## src/rtl/mem_arb_pkg.sv

```systemverilog
// Shared types and constants for the two-requester single-port RAM arbiter.
package mem_arb_pkg;

    typedef enum logic [1:0] {
        IDLE   = 2'd0,
        ACCESS = 2'd1,
        RDATA  = 2'd2
    } arb_state_t;

    localparam int REQ_CPU = 0;
    localparam int REQ_LD  = 1;

endpackage

```

## src/rtl/arb_pick2.sv

```systemverilog
// Combinational winner select between CPU (0) and loader (1).
// MEM_ARB_ROUND_ROBIN_EN: defined -> alternate on conflict using the
// last-served pointer; undefined -> CPU always wins conflicts.
module arb_pick2
    import mem_arb_pkg::*;
(
    input  logic [1:0] req,
    input  logic       last,
    output logic       win
);

`ifdef MEM_ARB_ROUND_ROBIN_EN
    // Loader wins when it is the only requester, or on conflict when the
    // CPU was served last.
    always_comb begin
        win = req[REQ_LD] & ~(req[REQ_CPU] & last);
    end
`else
    logic unused_last;
    assign unused_last = last;

    // Loader wins only when the CPU is not requesting.
    always_comb begin
        win = req[REQ_LD] & ~req[REQ_CPU];
    end
`endif

endmodule

```

## src/rtl/mem_arbiter.sv

```systemverilog
// Arbiter acting as sole master of a synchronous single-port RAM for a CPU
// data port and a message loader. IDLE picks and latches a request, ACCESS
// drives the RAM for one cycle with a grant pulse, RDATA returns read data.
// Policy macro: MEM_ARB_ROUND_ROBIN_EN (see arb_pick2).
module mem_arbiter
    import mem_arb_pkg::*;
#(
    parameter int N = 6,
    parameter int W = 32
) (
    input  logic         clk,
    input  logic         rst,
    input  logic [1:0]   req,
    input  logic [1:0]   we,
    input  logic [N-1:0] addr0,
    input  logic [N-1:0] addr1,
    input  logic [W-1:0] wdata0,
    input  logic [W-1:0] wdata1,
    output logic [1:0]   gnt,
    output logic [1:0]   rvalid,
    output logic [W-1:0] rdata,
    output logic         mem_we,
    output logic [N-1:0] mem_addr,
    output logic [W-1:0] mem_wdata,
    input  logic [W-1:0] mem_rdata,
    output logic         busy
);

    arb_state_t state;
    logic       win;
    logic       lat_win;
    logic       lat_we;
    logic       last;

`ifdef MEM_ARB_ROUND_ROBIN_EN
    logic       last_q;
    assign last = last_q;
`else
    // Fixed priority has no pointer; the picker ignores this input.
    assign last = 1'b1;
`endif

    arb_pick2 u_pick (
        .req  (req),
        .last (last),
        .win  (win)
    );

    // Read data comes straight from the RAM; rvalid qualifies it.
    assign rdata = mem_rdata;

    // FSM with registered strobes; async reset aborts any access in flight.
    always_ff @(posedge clk or negedge rst) begin
        if (!rst) begin
            state     <= IDLE;
            gnt       <= 2'b00;
            rvalid    <= 2'b00;
            mem_we    <= 1'b0;
            busy      <= 1'b0;
            mem_addr  <= '0;
            mem_wdata <= '0;
            lat_win   <= 1'b0;
            lat_we    <= 1'b0;
`ifdef MEM_ARB_ROUND_ROBIN_EN
            last_q    <= 1'b1;
`endif
        end else begin
            case (state)
                IDLE: begin
                    if (req != 2'b00) begin
                        lat_win   <= win;
                        lat_we    <= we[win];
                        mem_we    <= we[win];
                        mem_addr  <= win ? addr1 : addr0;
                        mem_wdata <= win ? wdata1 : wdata0;
                        gnt       <= win ? 2'b10 : 2'b01;
                        busy      <= 1'b1;
                        state     <= ACCESS;
                    end
                end
                ACCESS: begin
                    gnt    <= 2'b00;
                    mem_we <= 1'b0;
`ifdef MEM_ARB_ROUND_ROBIN_EN
                    last_q <= lat_win;
`endif
                    if (lat_we) begin
                        busy  <= 1'b0;
                        state <= IDLE;
                    end else begin
                        rvalid <= lat_win ? 2'b10 : 2'b01;
                        state  <= RDATA;
                    end
                end
                RDATA: begin
                    rvalid <= 2'b00;
                    busy   <= 1'b0;
                    state  <= IDLE;
                end
                default: begin
                    gnt    <= 2'b00;
                    rvalid <= 2'b00;
                    mem_we <= 1'b0;
                    busy   <= 1'b0;
                    state  <= IDLE;
                end
            endcase
        end
    end

endmodule
```

## config.mk

```make
export PLATFORM = sky130hd
export DESIGN_NAME = mem_arbiter
export DESIGN_NICKNAME = d
export VERILOG_FILES = /design/src/rtl/mem_arb_pkg.sv /design/src/rtl/arb_pick2.sv /design/src/rtl/mem_arbiter.sv
export SDC_FILE = /design/constraint.sdc
export NUM_CORES = 1
export LEC_CHECK = 0
export ABC_AREA = 1
export CORE_AREA = 2 2 74 76
export CTS_CLUSTER_SIZE = 25
export DETAILED_ROUTE_END_ITERATION = 7
export DIE_AREA = 0 0 76 78
export DONT_BUFFER_PORTS = 1
export PLACE_DENSITY = 0.7
export SLEW_MARGIN = 20
export SYNTH_ARGS = -nofsm -noshare
export SYNTH_HDL_FRONTEND = slang
export SYNTH_SLANG_ARGS = --single-unit
```

## constraint.sdc

```tcl
create_clock -name clk -period 1.2 [get_ports clk]
set_input_delay 0.18 -clock clk [delete_from_list [all_inputs] [get_ports clk]]
set_output_delay 0.18 -clock clk [all_outputs]
set_load 0.01 [all_outputs]
```

==> results.py <==
metrics = {
    "final_layout": {
        "layout-drive-gt1-share": 0.07229,
        "antenna_cells": 0,
        "syn2layout_area_growth_pct": -2.787,
        "final-instance-count-excl-fill": 402,
        "finalNetCount": 445,
        "fillers": 504,
        "multiInputGateArea_um2": 1042,
        "seq_area_um2": 1201,
    },
    "clocking": {
        "clk_pin_slew_ns": 0.09,
        "clk_latency_ns": 0.31,
        "cts.sinks": 48,
        "cts_root_buf": "clkbuf_8",
        "hold_buffers": 1,
        "numCtsBuffers": 5,
        "h-tree-depth": 2,
        "tritoncts": "done",
        "cts_max_path_buffers": 2,
        "postCtsSetupBuffers": 0,
    },
    "timing": {
        "fin_ws_ns": 0.09531,
        "slew_viol_final": 0,
        "hold_viol_final": 48,
        "rsz0062_at_grt": "no",
        "min_period_ns": 1.105,
        "finClkSkew_ns": 0.008353,
        "setup_viol": 0,
        "worst_hold_slack_ns": -0.4464,
        "fin_crit_sh": 0.9206,
        "max_freq_mhz": 905.2,
        "slew_headroom": 0.8420,
        "tightestPinTransition_ns": 0.2346,
        "setup_tns_ns": 0,
    },
    "synthesis": {
        "yosys.area.top_type": "dfrtp_1",
        "yosysWarnings": 0,
        "synth_commonest_cells": "198 x nand2_1, 48 x dfrtp_1, 46 x nand3_1, 36 x buf_4, 9 x buf_2",
        "synth.distinct_cells": 14,
        "postSynth.asyncResetShare": 1.000,
        "synth_area_leaders": "dfrtp_1 45%, nand2_1 28%, buf_4 10%, nand3_1 8.7%, buf_6 2.1%",
        "ys_ff_latch": 48,
        "syn_area_per_cell_um2": 7.257,
        "syn_nets": 479,
        "synth-main-ff-cell": "dfrtp_1",
        "synth.top_cell.area_share": 0.4535,
        "synth_edf_count": 0,
        "ys_seq_area_frac": 0.4535,
        "synth_area_um2": 2649,
        "synthCells": 365,
        "yosys.cell_count.top_type": "nand2_1",
    },
    "worst_setup_path": {
        "path_cells": "inv_2 > nand2_1 > nor2_2 > buf_12 > nand2_1 > nand2_1",
        "worst_setup_path_start_kind": "flop",
        "end_kind": "flop",
        "crit_buf_inv": 2,
        "worstSetupPathType": "reg2reg",
        "worstSetupStartpoint": "state[0]$_DFFE_PN0P_",
        "path_max_fanout": 40,
        "r2r_cells": 6,
        "rrSetupSlack_ns": 0.1,
        "worst_path_max_delay_cell": "dfrtp_1",
        "cpMostUsedCell": "nand2_1",
        "cp_slowest_stage_delay_ns": 0.42,
        "reg2reg_to": "mem_wdata[11]$_DFFE_PN0P_",
        "cp.required_ns": 1.44,
        "path_delay_family": "flip-flops",
        "r2r_start": "state[0]$_DFFE_PN0P_",
        "worst_ep_arrival_time_ns": 1.35,
    },
    "detailed_routing": {
        "wire_per_inst_um": 14.58,
        "ant_nets": 0,
        "viasPerCell": 5.085,
        "vias": 2044,
        "drtIter0Drc": 70,
        "drtPass1Iterations": 4,
        "met3_wirelength_um": 610,
        "drt_wl_total_um": 5862,
        "top_layer": "met4",
        "wl_met1_um": 2249,
        "remaining_drc_errors": 0,
        "wl_met2_um": 2927,
    },
    "floorplan": {
        "dieArea_um2": 5928,
        "ios": 190,
        "initial_core_util": 0.5253,
        "dieWidth_um": 76,
        "std_cell_rows": 26,
        "die_h_um": 78,
        "fp.coreArea_um2": 5042,
    },
    "run": {
        "drv_cap": 0,
    },
    "pwr": {
        "leakage_nw": 1.454,
        "irDropWorstVdd_mv": 0.8070,
        "p_per_area_nw_per_um2": 2381,
        "finalPower_mw": 6.132,
    },
    "grt": {
        "grt_usage": 0.2090,
        "grt_overflow": 0,
        "antenna_found_initial": 0,
        "grt_pass1_vias": 2052,
        "grt_max_degree": 49,
        "grt_pass1_wl_um": 9777,
    },
    "placed_design": {
        "dp_hpwl_um": 4072,
        "gp_congestion": 0.7772,
        "placed_cells": 393,
        "io_buffers": 0,
        "placement.setup.worst_slack_ns": 0.09951,
    },
    "status": {
        "status": "finished with violations",
        "failed_checks": "hold timing",
    },
    "worst_hold_path": {
        "hold_class": "in2async",
    },
}
==> sequential cells by signal (all words and copies together) (netlist names) <==
register and cells:
mem_addr 6, busy 1, lat_win 1, gnt 2, rvalid 2, mem_we 1, state 2, lat_we 1
mem_wdata 32
==> worst max-delay path by stage <==
| stage | end | slack, ns | depth (start not counted) |
|---|---|---|---|
| floorplan | mem_wdata[1]$_DFFE_PN0P_ | 0.05 | 6 |
| global placement | mem_we$_DFFE_PN0P_ | 0.14 | 6 |
| detailed placement | busy$_DFFE_PN0P_ | 0.1 | 6 |
| CTS | busy$_DFFE_PN0P_ | 0.06 | 6 |
| global route | busy$_DFFE_PN0P_ | 0.006 | 6 |
| finish | mem_wdata[11]$_DFFE_PN0P_ | 0.1 | 6 |
==> metal layers <==
layer,vias up,track usage
li1,1023,-
met4,0,0.07636
met2,102,0.3643
met3,9,0.08372
met5,-,0
met1,910,0.2314
==> metrics by stage <==
step / util / area [um^2] / hold slack (ns)
3_5_place_dp: 0.4866 / 2454 / -0.1148
6_report: 0.5107 / 2575 / -0.4464
3_3_place_gp: 0.4866 / 2454 / -0.1146
5_1_grt: 0.5107 / 2575 / -0.4776
2_1_floorplan: - / 2649 / -0.1156
4_1_cts: 0.5107 / 2575 / -0.4598
==> final cells by class <==
class                      instances  area share
clock buffer                       5     0.02672
clock inverter                     3     0.01652
inverter                           8     0.01166
multi-input combinational        258      0.4048
sequential                        48      0.4665
tap                               70     0.03401
timing repair buffer              10     0.03984
==> where the power goes <==
part | internal [mW] | switching [mW]
sequential | 2.37 | 0.886
clock | 0.617 | 0.549
combinational | 0.657 | 1.05
==> what timing repair did <==
item / 4_1_cts / 5_1_grt
resized for setup: 0 / 1
setup endpoints to repair: 0 / 5
endpoints found under the hold margin: 49 / 48
==> placed cells by master, fill, tap and decap left out <==
cell and count:
inv_2 3, nand3_1 46, clkinv_2 1, bufinv_16 1
o21ai_0 4, nand2_1 198, nand2_2 2, clkinvlp_4 1
o21ai_1 1, nor2_1 5, clkbuf_8 5, dlygate4sd3_1 1
buf_12 2, buf_4 7, dfrtp_1 48, nor2_2 2
inv_1 5
==> kinds of logic (layout without fill, tap and decap cells) <==
kind of cell / count (synthesis) / count (layout) / synth area share
AOI/OAI and AO/OA: 5 / 5 / 0.009446
buffers and inverters: 59 / 26 / 0.1530
DFF: 48 / 48 / 0.4535
and+or+nand+nor: 253 / 253 / 0.3840
Note: power is estimated with default switching activity, not from simulation.
